$ cat config.mk
export PLATFORM = sky130hd
export DESIGN_NAME = regfile_multiport
export DESIGN_NICKNAME = d
export VERILOG_FILES = /design/src/rtl/regfile_pkg.sv /design/src/rtl/regfile_clear_ctrl.sv /design/src/rtl/regfile_multiport.sv
export SDC_FILE = /design/constraint.sdc
export NUM_CORES = 1
export LEC_CHECK = 0
export CAP_MARGIN = 20
export CORE_MARGIN = 2
export CORE_UTILIZATION = 30
export CTS_BUF_LIST = sky130_fd_sc_hd__clkbuf_8
export CTS_CLUSTER_DIAMETER = 40
export DETAILED_ROUTE_END_ITERATION = 10
export GPL_TIMING_DRIVEN = 0
export MAX_ROUTING_LAYER = met4
export PLACE_DENSITY = 0.47
export SYNTH_ARGS = -nofsm -noshare
export SYNTH_HDL_FRONTEND = slang
export SYNTH_HIERARCHICAL = 1
export SYNTH_SLANG_ARGS = --single-unit
$ cat constraint.sdc
create_clock -name clk -period 4.7 [get_ports clk]
set_input_delay 0.94 -clock clk [delete_from_list [all_inputs] [get_ports clk]]
set_output_delay 0.94 -clock clk [all_outputs]
set_load 0.01 [all_outputs]
$ cat src/rtl/regfile_pkg.sv
// Shared register-file definitions: clear-sequencer state encoding, address-width
// helper and the default data width / depth used by decode and writeback.
// No logic; constants and types only.
package regfile_pkg;

  // Clear sequencer states: CLEAR zeroes one entry per cycle, READY serves the core.
  typedef enum logic {
    RF_CLEAR = 1'b0,
    RF_READY = 1'b1
  } rf_state_e;

  localparam int RF_DATA_W = 32;
  localparam int RF_DEPTH  = 32;

  // Address width for a given depth; a depth of 1 still needs a 1-bit index.
  function automatic int rf_addr_w(input int depth);
    return (depth < 2) ? 1 : $clog2(depth);
  endfunction

endpackage

$ cat src/rtl/regfile_clear_ctrl.sv
// Clear sequencer: walks every entry writing zero after reset or on clear_req.
// Latency: ready rises exactly DEPTH edges after reset release / clear start.
// Backpressure: none; ready=0 tells the top to drop writes and force reads to 0.
module regfile_clear_ctrl
  import regfile_pkg::*;
#(
  parameter int DEPTH  = RF_DEPTH,
  parameter int ADDR_W = rf_addr_w(DEPTH)
) (
  input  logic              clk,
  input  logic              reset,
  input  logic              clear_req,
  output logic              clr_we,
  output logic [ADDR_W-1:0] clr_addr,
  output logic              ready
);

  rf_state_e         state_q, state_nxt;
  logic [ADDR_W-1:0] idx_q, idx_nxt;

  // State register and clear index; reset always restarts the sweep at entry 0.
  always_ff @(posedge clk) begin
    if (reset) begin
      state_q <= RF_CLEAR;
      idx_q   <= '0;
    end else begin
      state_q <= state_nxt;
      idx_q   <= idx_nxt;
    end
  end

  // Next state and clear-write strobe; no array write on an edge where reset is high.
  always_comb begin
    state_nxt = state_q;
    idx_nxt   = idx_q;
    clr_we    = 1'b0;
    clr_addr  = idx_q;
    unique case (state_q)
      RF_CLEAR: begin
        clr_we  = ~reset;
        idx_nxt = idx_q + ADDR_W'(1);
        if (idx_q == ADDR_W'(DEPTH - 1)) begin
          state_nxt = RF_READY;
          idx_nxt   = '0;
        end
      end
      RF_READY: begin
        if (clear_req) begin
          state_nxt = RF_CLEAR;
          idx_nxt   = '0;
        end
      end
      default: begin
        state_nxt = RF_CLEAR;
        idx_nxt   = '0;
      end
    endcase
  end

  assign ready = (state_q == RF_READY);

endmodule

$ cat src/rtl/regfile_multiport.sv
// Multi-read, single-write integer register file with zero-entry, bypass and optional read register.
// Latency: reads combinational (READ_LAT=0) or one cycle (READ_LAT=1); writes land at the edge.
// Backpressure: none; while ready=0 writes are dropped and every read port returns 0.
module regfile_multiport
  import regfile_pkg::*;
#(
  parameter int DATA_W   = RF_DATA_W,
  parameter int DEPTH    = RF_DEPTH,
  parameter int NUM_RD   = 2,
  parameter bit ZERO_REG = 1'b1,
  parameter bit BYPASS   = 1'b1,
  parameter bit READ_LAT = 1'b0,
  localparam int ADDR_W  = rf_addr_w(DEPTH)
) (
  input  logic                     clk,
  input  logic                     reset,
  input  logic [NUM_RD*ADDR_W-1:0] rd_addr,
  output logic [NUM_RD*DATA_W-1:0] rd_data,
  input  logic                     wr_en,
  input  logic [ADDR_W-1:0]        wr_addr,
  input  logic [DATA_W-1:0]        wr_data,
  input  logic                     clear_req,
  output logic                     ready
);

  logic [DATA_W-1:0] mem [DEPTH];

  logic              clr_we;
  logic [ADDR_W-1:0] clr_addr;
  logic              wr_hits_zero;
  logic              user_we;
  logic              arr_we;
  logic [ADDR_W-1:0] arr_addr;
  logic [DATA_W-1:0] arr_dat;

  regfile_clear_ctrl #(
    .DEPTH  (DEPTH),
    .ADDR_W (ADDR_W)
  ) u_clear_ctrl (
    .clk       (clk),
    .reset     (reset),
    .clear_req (clear_req),
    .clr_we    (clr_we),
    .clr_addr  (clr_addr),
    .ready     (ready)
  );

  // User write is accepted only when ready and not pre-empted by a clear or reset.
  always_comb begin
    wr_hits_zero = ZERO_REG && (wr_addr == '0);
    user_we      = ready & wr_en & ~clear_req & ~reset & ~wr_hits_zero;
    arr_we       = clr_we | user_we;
    arr_addr     = clr_we ? clr_addr : wr_addr;
    arr_dat      = clr_we ? '0 : wr_data;
  end

  // Single write port into the array; no reset so it maps onto distributed/block RAM.
  always_ff @(posedge clk) begin
    if (arr_we) begin
      mem[arr_addr] <= arr_dat;
    end
  end

  for (genvar k = 0; k < NUM_RD; k++) begin : g_rd
    logic [ADDR_W-1:0] raddr;
    logic [DATA_W-1:0] rval;

    assign raddr = rd_addr[k*ADDR_W +: ADDR_W];

    // Per-port read value: hardwired zero, then same-cycle bypass, then array contents.
    always_comb begin
      rval = mem[raddr];
      if (ZERO_REG && (raddr == '0)) begin
        rval = '0;
      end else if (BYPASS && wr_en && ready && (wr_addr == raddr)) begin
        rval = wr_data;
      end
      if (!ready) begin
        rval = '0;
      end
    end

    if (READ_LAT) begin : g_reg
      logic [DATA_W-1:0] rval_q;

      // Registered read; rval is already 0 while not ready, so this also holds 0 then.
      always_ff @(posedge clk) begin
        if (reset) begin
          rval_q <= '0;
        end else begin
          rval_q <= rval;
        end
      end

      assign rd_data[k*DATA_W +: DATA_W] = rval_q;
    end else begin : g_comb
      assign rd_data[k*DATA_W +: DATA_W] = rval;
    end
  end

endmodule
**Yosys cells after proc, flatten, opt, wreduce, memory -nomap -nowiden**

Memory sizes are Yosys's and may differ from the RTL's.
Index checks and enable logic that the tools add are counted.

- Memory bits (writable): 1024
- Memories: 1
- Bits of input ports: 51
- Flip-flop bits (word level): 6
- Output and inout port bits: 65

- Equal/unequal tests: 4
- Add/subtract/negate cells: 1
- Reductions and logical operators: 6
- Bitwise operators: 9
- Multiplexer cells: 17

Memories:

| name | words | bits a word | read ports | clocked after memory_dff | wr ports | line | text |
|---|---|---|---|---|---|---|---|
| mem | 32 | 32 | 2 | 0 | 1 | regfile_multiport.sv:26 | `logic [DATA_W-1:0] mem [DEPTH];` |

Operators with widths:

| cell | number |
|---|---|
| two-way mux 32 bit | 7 |
| logical NOT 5 bit | 3 |
| two-way mux 5 bit | 3 |
| == test 5 bit | 2 |
| one-hot mux 5 bit (2 select lines) | 1 |
| adder 5 x 1 -> 5 bit, second input constant | 1 |
| == test 5 bit, second input constant | 1 |
| two-way mux 1 bit | 5 |
| AND 1 bit | 4 |
| NOT 1 bit | 4 |
| logical AND 1 bit | 3 |
| != test 2 bit, second input constant | 1 |
| one-hot mux 1 bit (2 select lines) | 1 |
| OR 1 bit | 1 |

**Depth between registers and ports, before layout**

- Depth in word-level cells: 7
- Gate-level depth with buffers: 9

**Modules after synthesis**

The synthesis kept the hierarchy.

Modules (own cells, without submodules):

| module | area an instance (um^2) | cells an instance | instances | seq. area each (um^2) |
|---|---|---|---|---|
| regfile_multiport | 48657.9 | 2598 | 1 | 30749.5 |
| regfile_clear_ctrl | 280.3 | 32 | 1 | 120.1 |

**Worst setup path before layout**

OpenSTA, ideal clock, no wires.

- Kind: input to register
- Start point: input port reset
- End point: memory mem[25][0] in the netlist's numbering (enable)
- Setup time: 0.421 ns
- Stages on the path: 7
- Data arrival time: 3.414 ns
- Path buffers: 2
- Slack: 0.865 ns
- Data required time: 4.279 ns
- Cell sequence: nor2_1 clkbuf_1 clkbuf_1 nand2_1 o32ai_1 nand2_1 nor2_1

- Word-level cells in the longest chain between the ends: 6
- Elaborated cells on any way between the ends: 8
- Those cells by class: mux (4); bitwise (4)

RTL lines:

| item | line | text |
|---|---|---|
| start: declaration | regfile_multiport.sv:16 | `input logic reset,` |
| NOT 1 bit (*) | regfile_clear_ctrl.sv:40, regfile_multiport.sv:51 |  |
| AND 1 bit (2 in series) | regfile_multiport.sv:51 | `user_we = ready & wr_en & ~clear_req & ~reset & ~wr_hits_zero;` |
| OR 1 bit | regfile_multiport.sv:52 | `arr_we = clr_we \| user_we;` |
| two-way mux 1 bit | regfile_multiport.sv:59 | `if (arr_we) begin` |
| two-way mux 1 bit (implied by the code) | regfile_multiport.sv:60 | `mem[arr_addr] <= arr_dat;` |
| end: declaration | regfile_multiport.sv:26 |  |

Mark *: on every way between the ends. The rest lies on a longest branch, timed or not.

**Final worst setup path**

- Start point: input port rd_addr[4]
- End point: output port rd_data[31]

- Word-level cells in the longest chain between the ends: 5
- Elaborated cells on any way between the ends: 7
- Those cells by class: eq/ne (1); mux (3); reduce/logical (2); memory (1)

RTL lines:

| item | line | text |
|---|---|---|
| start: declaration | regfile_multiport.sv:17 | `input logic [NUM_RD*ADDR_W-1:0] rd_addr,` |
| parallel branches: the longest is 3 deep, another holds memory (32 x 32 bit) | n/a |  |
| two-way mux 32 bit (*) | regfile_multiport.sv:73 | `if (ZERO_REG && (raddr == '0)) begin` |
| two-way mux 32 bit (*) | regfile_multiport.sv:78 | `if (!ready) begin` |
| end: declaration | regfile_multiport.sv:18 | `output logic [NUM_RD*DATA_W-1:0] rd_data,` |

Mark *: on every way between the ends.

==> impl_metrics.csv <==
group,metric,value,unit
run_status,status,"complete, but fails checks",
run_status,violations,"setup timing",
clock_tree,cts_buffers,190,
final_layout,seq_area,30900,um^2
clock_tree,clockBufferDepth,3,
drt,drt_pre_antenna_iters,8,
worst_setup_path,critPathCaptureType,"output pin",
worst_setup_path,r2r_slack,890,ps
global_routing,grt_pass1_vias,32100,
floorplanning,num_rows,148,
global_routing,globalRouteOverflowTotal,0,
logic_synthesis,yosysUniqueCellTypes,55,
logic_synthesis,synth_enable_flop_cells,1024,
floorplanning,dieArea,166000,um^2
logic_synthesis,syn-num-nets,2683,
worst_setup_path,cp.arrival,3820,ps
drt,totalWireLength,208000,um
floorplanning,die_height,408,um
logic_synthesis,syn_area,48900,um^2
worst_setup_path,critical_path_required,3760,ps
global_routing,antenna_found_initial,8,
logic_synthesis,synth_seq_cells,1030,
logic_synthesis,avgSynthCellArea,18.6,um^2
drt,vias,31800,
worst_setup_path,rr_endpoint,"mem[25][9]",
global_routing,grt_max_degree,33,
sta,rsz0062_at_grt,"yes",
sta,worst-slew-pin-transition,1180,ps
power_and_ir_drop,p_leak,19.7,nW
drt,wire_per_inst,38.7,um
sta,fin_ws,-61.8,ps
final_layout,layout_common_cells,"edfxtp_1, mux4_2, mux2i_1",
worst_setup_path,reg2reg_from,"u_clear_ctrl/ready",
worst_setup_path,startpoint_type,"input pin",
floorplanning,start_util,0.301,
floorplanning,io_pins,116,
drt,ant_nets,0,
logic_synthesis,ys_warn_count,6,
run,cap_violations,0,
sta,skew,34.7,ps
floorplanning,die_x,408,um
min_path,hp-class,"reg2reg",
sta,whs,557,ps
drt,drc,0,
worst_setup_path,crit_start,"rd_addr[4]",
logic_synthesis,ys.flop_type,"edfxtp_1",
floorplanning,coreArea,162000,um^2
clock_tree,insertion_delay,930,ps
drt,via_per_inst,5.91,
power_and_ir_drop,ir_drop,183,uV
sta,finalMaxSlewViolations,0,
sta,finalCriticalPeriod,4760,ps
sta,slew-limit-headroom,0.211,
sta,fin_crit_sh,1.01,
placement,dp_hpwl,148000,um
worst_setup_path,path_class,"in2out",
sta,fmax,210,MHz
sta,fin_tns_setup,-445,ps
global_routing,grt_usage,0.252,
drt,first_iter_violations,3970,
placement,port-buffer-count,108,
logic_synthesis,synth-async-reset-ratio,0,
placement,gp_congestion,0.895,
final_layout,multi_input_area,17900,um^2
clock_tree,clockRootBuffer,"clkbuf_8",
clock_tree,h-tree-depth,4,
clock_tree,cts_sinks,1030,
global_routing,grt_pass1_wl,277000,um
final_layout,layout_commonest_cell,"edfxtp_1",
clock_tree,cts_tree,"yes",
power_and_ir_drop,p_per_area,347,nW/um^2
worst_setup_path,endpoint,"rd_data[31]",
clock_tree,clk_pin_slew,60,ps
logic_synthesis,ys_seq_area_frac,0.631,
sta,hold_viol_final,0,
final_layout,n_fill_cell,15100,
logic_synthesis,syn-instance-count,2630,
final_layout,drive_gt1_frac,0.361,
placement,detailedPlace.worstSlack,-1940,ps
final_layout,area_growth,22.3,%
clock_tree,ctsHoldBuffers,0,
worst_setup_path,critPathMaxFanout,10,
final_layout,nets,3092,
power_and_ir_drop,power,0.0208,W
worst_setup_path,r2r_cells,9,
sta,setup_viol,19,
[area by class of cell]
type,instances,share of cell area
Sequential cell,1030,0.516
Multi-Input combinational cell,1376,0.299
Timing Repair Buffer,219,0.0501
Tap cell,2175,0.0455
Clock buffer,194,0.0446
Buffer,214,0.0294
Clock inverter,150,0.0147
Inverter,8,0.000523
Antenna cell,2,0.0000836
[critical path: stages]
cell,delay (ps)
clkdlybuf4s15_2,310
clkbuf_8,280
nor2_4,370
clkbuf_2,510
nand2_1,100
o21ai_1,230
a221o_1,450
clkdlybuf4s50_1,620
[report_power, final]
group | internal, W | leakage, nW | switching [W] | total, W
logic | 0.000840 | 8.22 | 0.00146 | 0.00230
clock network | 0.00428 | 2.04 | 0.00397 | 0.00825
registers | 0.0102 | 9.42 | 0.0000351 | 0.0102
total | 0.0153 | 19.7 | 0.00547 | 0.0208
[cell usage after synthesis (all sizes together) (12+ instances only)]
cell       n  area (um^2)
mux4     417         9390
nor2      77          289
nor2b     38          238
a221oi   117         1020
clkbuf    95          360
mux2i    293         2930
a22o      32          280
nand2     33          124
edfxtp  1024        30700
o21bai    12         90.1
a22oi     31          233
o21ai     82          414
buf      121          981
a21oi     84          420
and2      12         75.1
a211oi    38          290
a221o     32          320
[per-stage QoR]
step,cells,area [um^2],util
CTS,5363,59600,0.367
detailed placement,5014,54900,0.338
global placement,4913,52700,0.325
finish,5368,59900,0.369
floorplan,2630,48900,-
global route,5367,59900,0.369
[how the worst min path moves through the flow]
stage	from	slack [ps]	endpoint	cells past startpoint
floorplan	u_clear_ctrl/clr_addr[3]	480	u_clear_ctrl/clr_addr[3]	2
global placement	u_clear_ctrl/clr_addr[3]	520	u_clear_ctrl/clr_addr[3]	2
detailed placement	u_clear_ctrl/clr_addr[3]	550	u_clear_ctrl/clr_addr[3]	2
CTS	u_clear_ctrl/clr_addr[3]	560	u_clear_ctrl/clr_addr[3]	2
global route	u_clear_ctrl/clr_addr[3]	600	u_clear_ctrl/clr_addr[3]	2
finish	u_clear_ctrl/clr_addr[3]	560	u_clear_ctrl/clr_addr[3]	2
[sequential cells by signal, indices dropped and copies added (netlist names)]
name and flops:
u_clear_ctrl/clr_addr 5, u_clear_ctrl/ready 1, mem 1024
[routing by layer]
metal	wire [um]	GRT usage
met5	0	-
met4	10300	0.109
met3	18200	0.0536
met2	97600	0.392
met1	81600	0.319
[timing repair]
item	in CTS	in global routing
pin swaps	12	9
setup buffers	7	0
resized for setup	328	57
endpoints found under the setup margin	64	43
[cell families after synthesis]
group,count (synthesis),synth area share
flops,1030,0.631
mux,711,0.252
compound gates,451,0.0667
buf+inv,224,0.0280
simple gates,202,0.0201
xor+xnor,10,0.00179
fa+ha+maj,2,0.000511
Power figures use the tool's default switching activity.
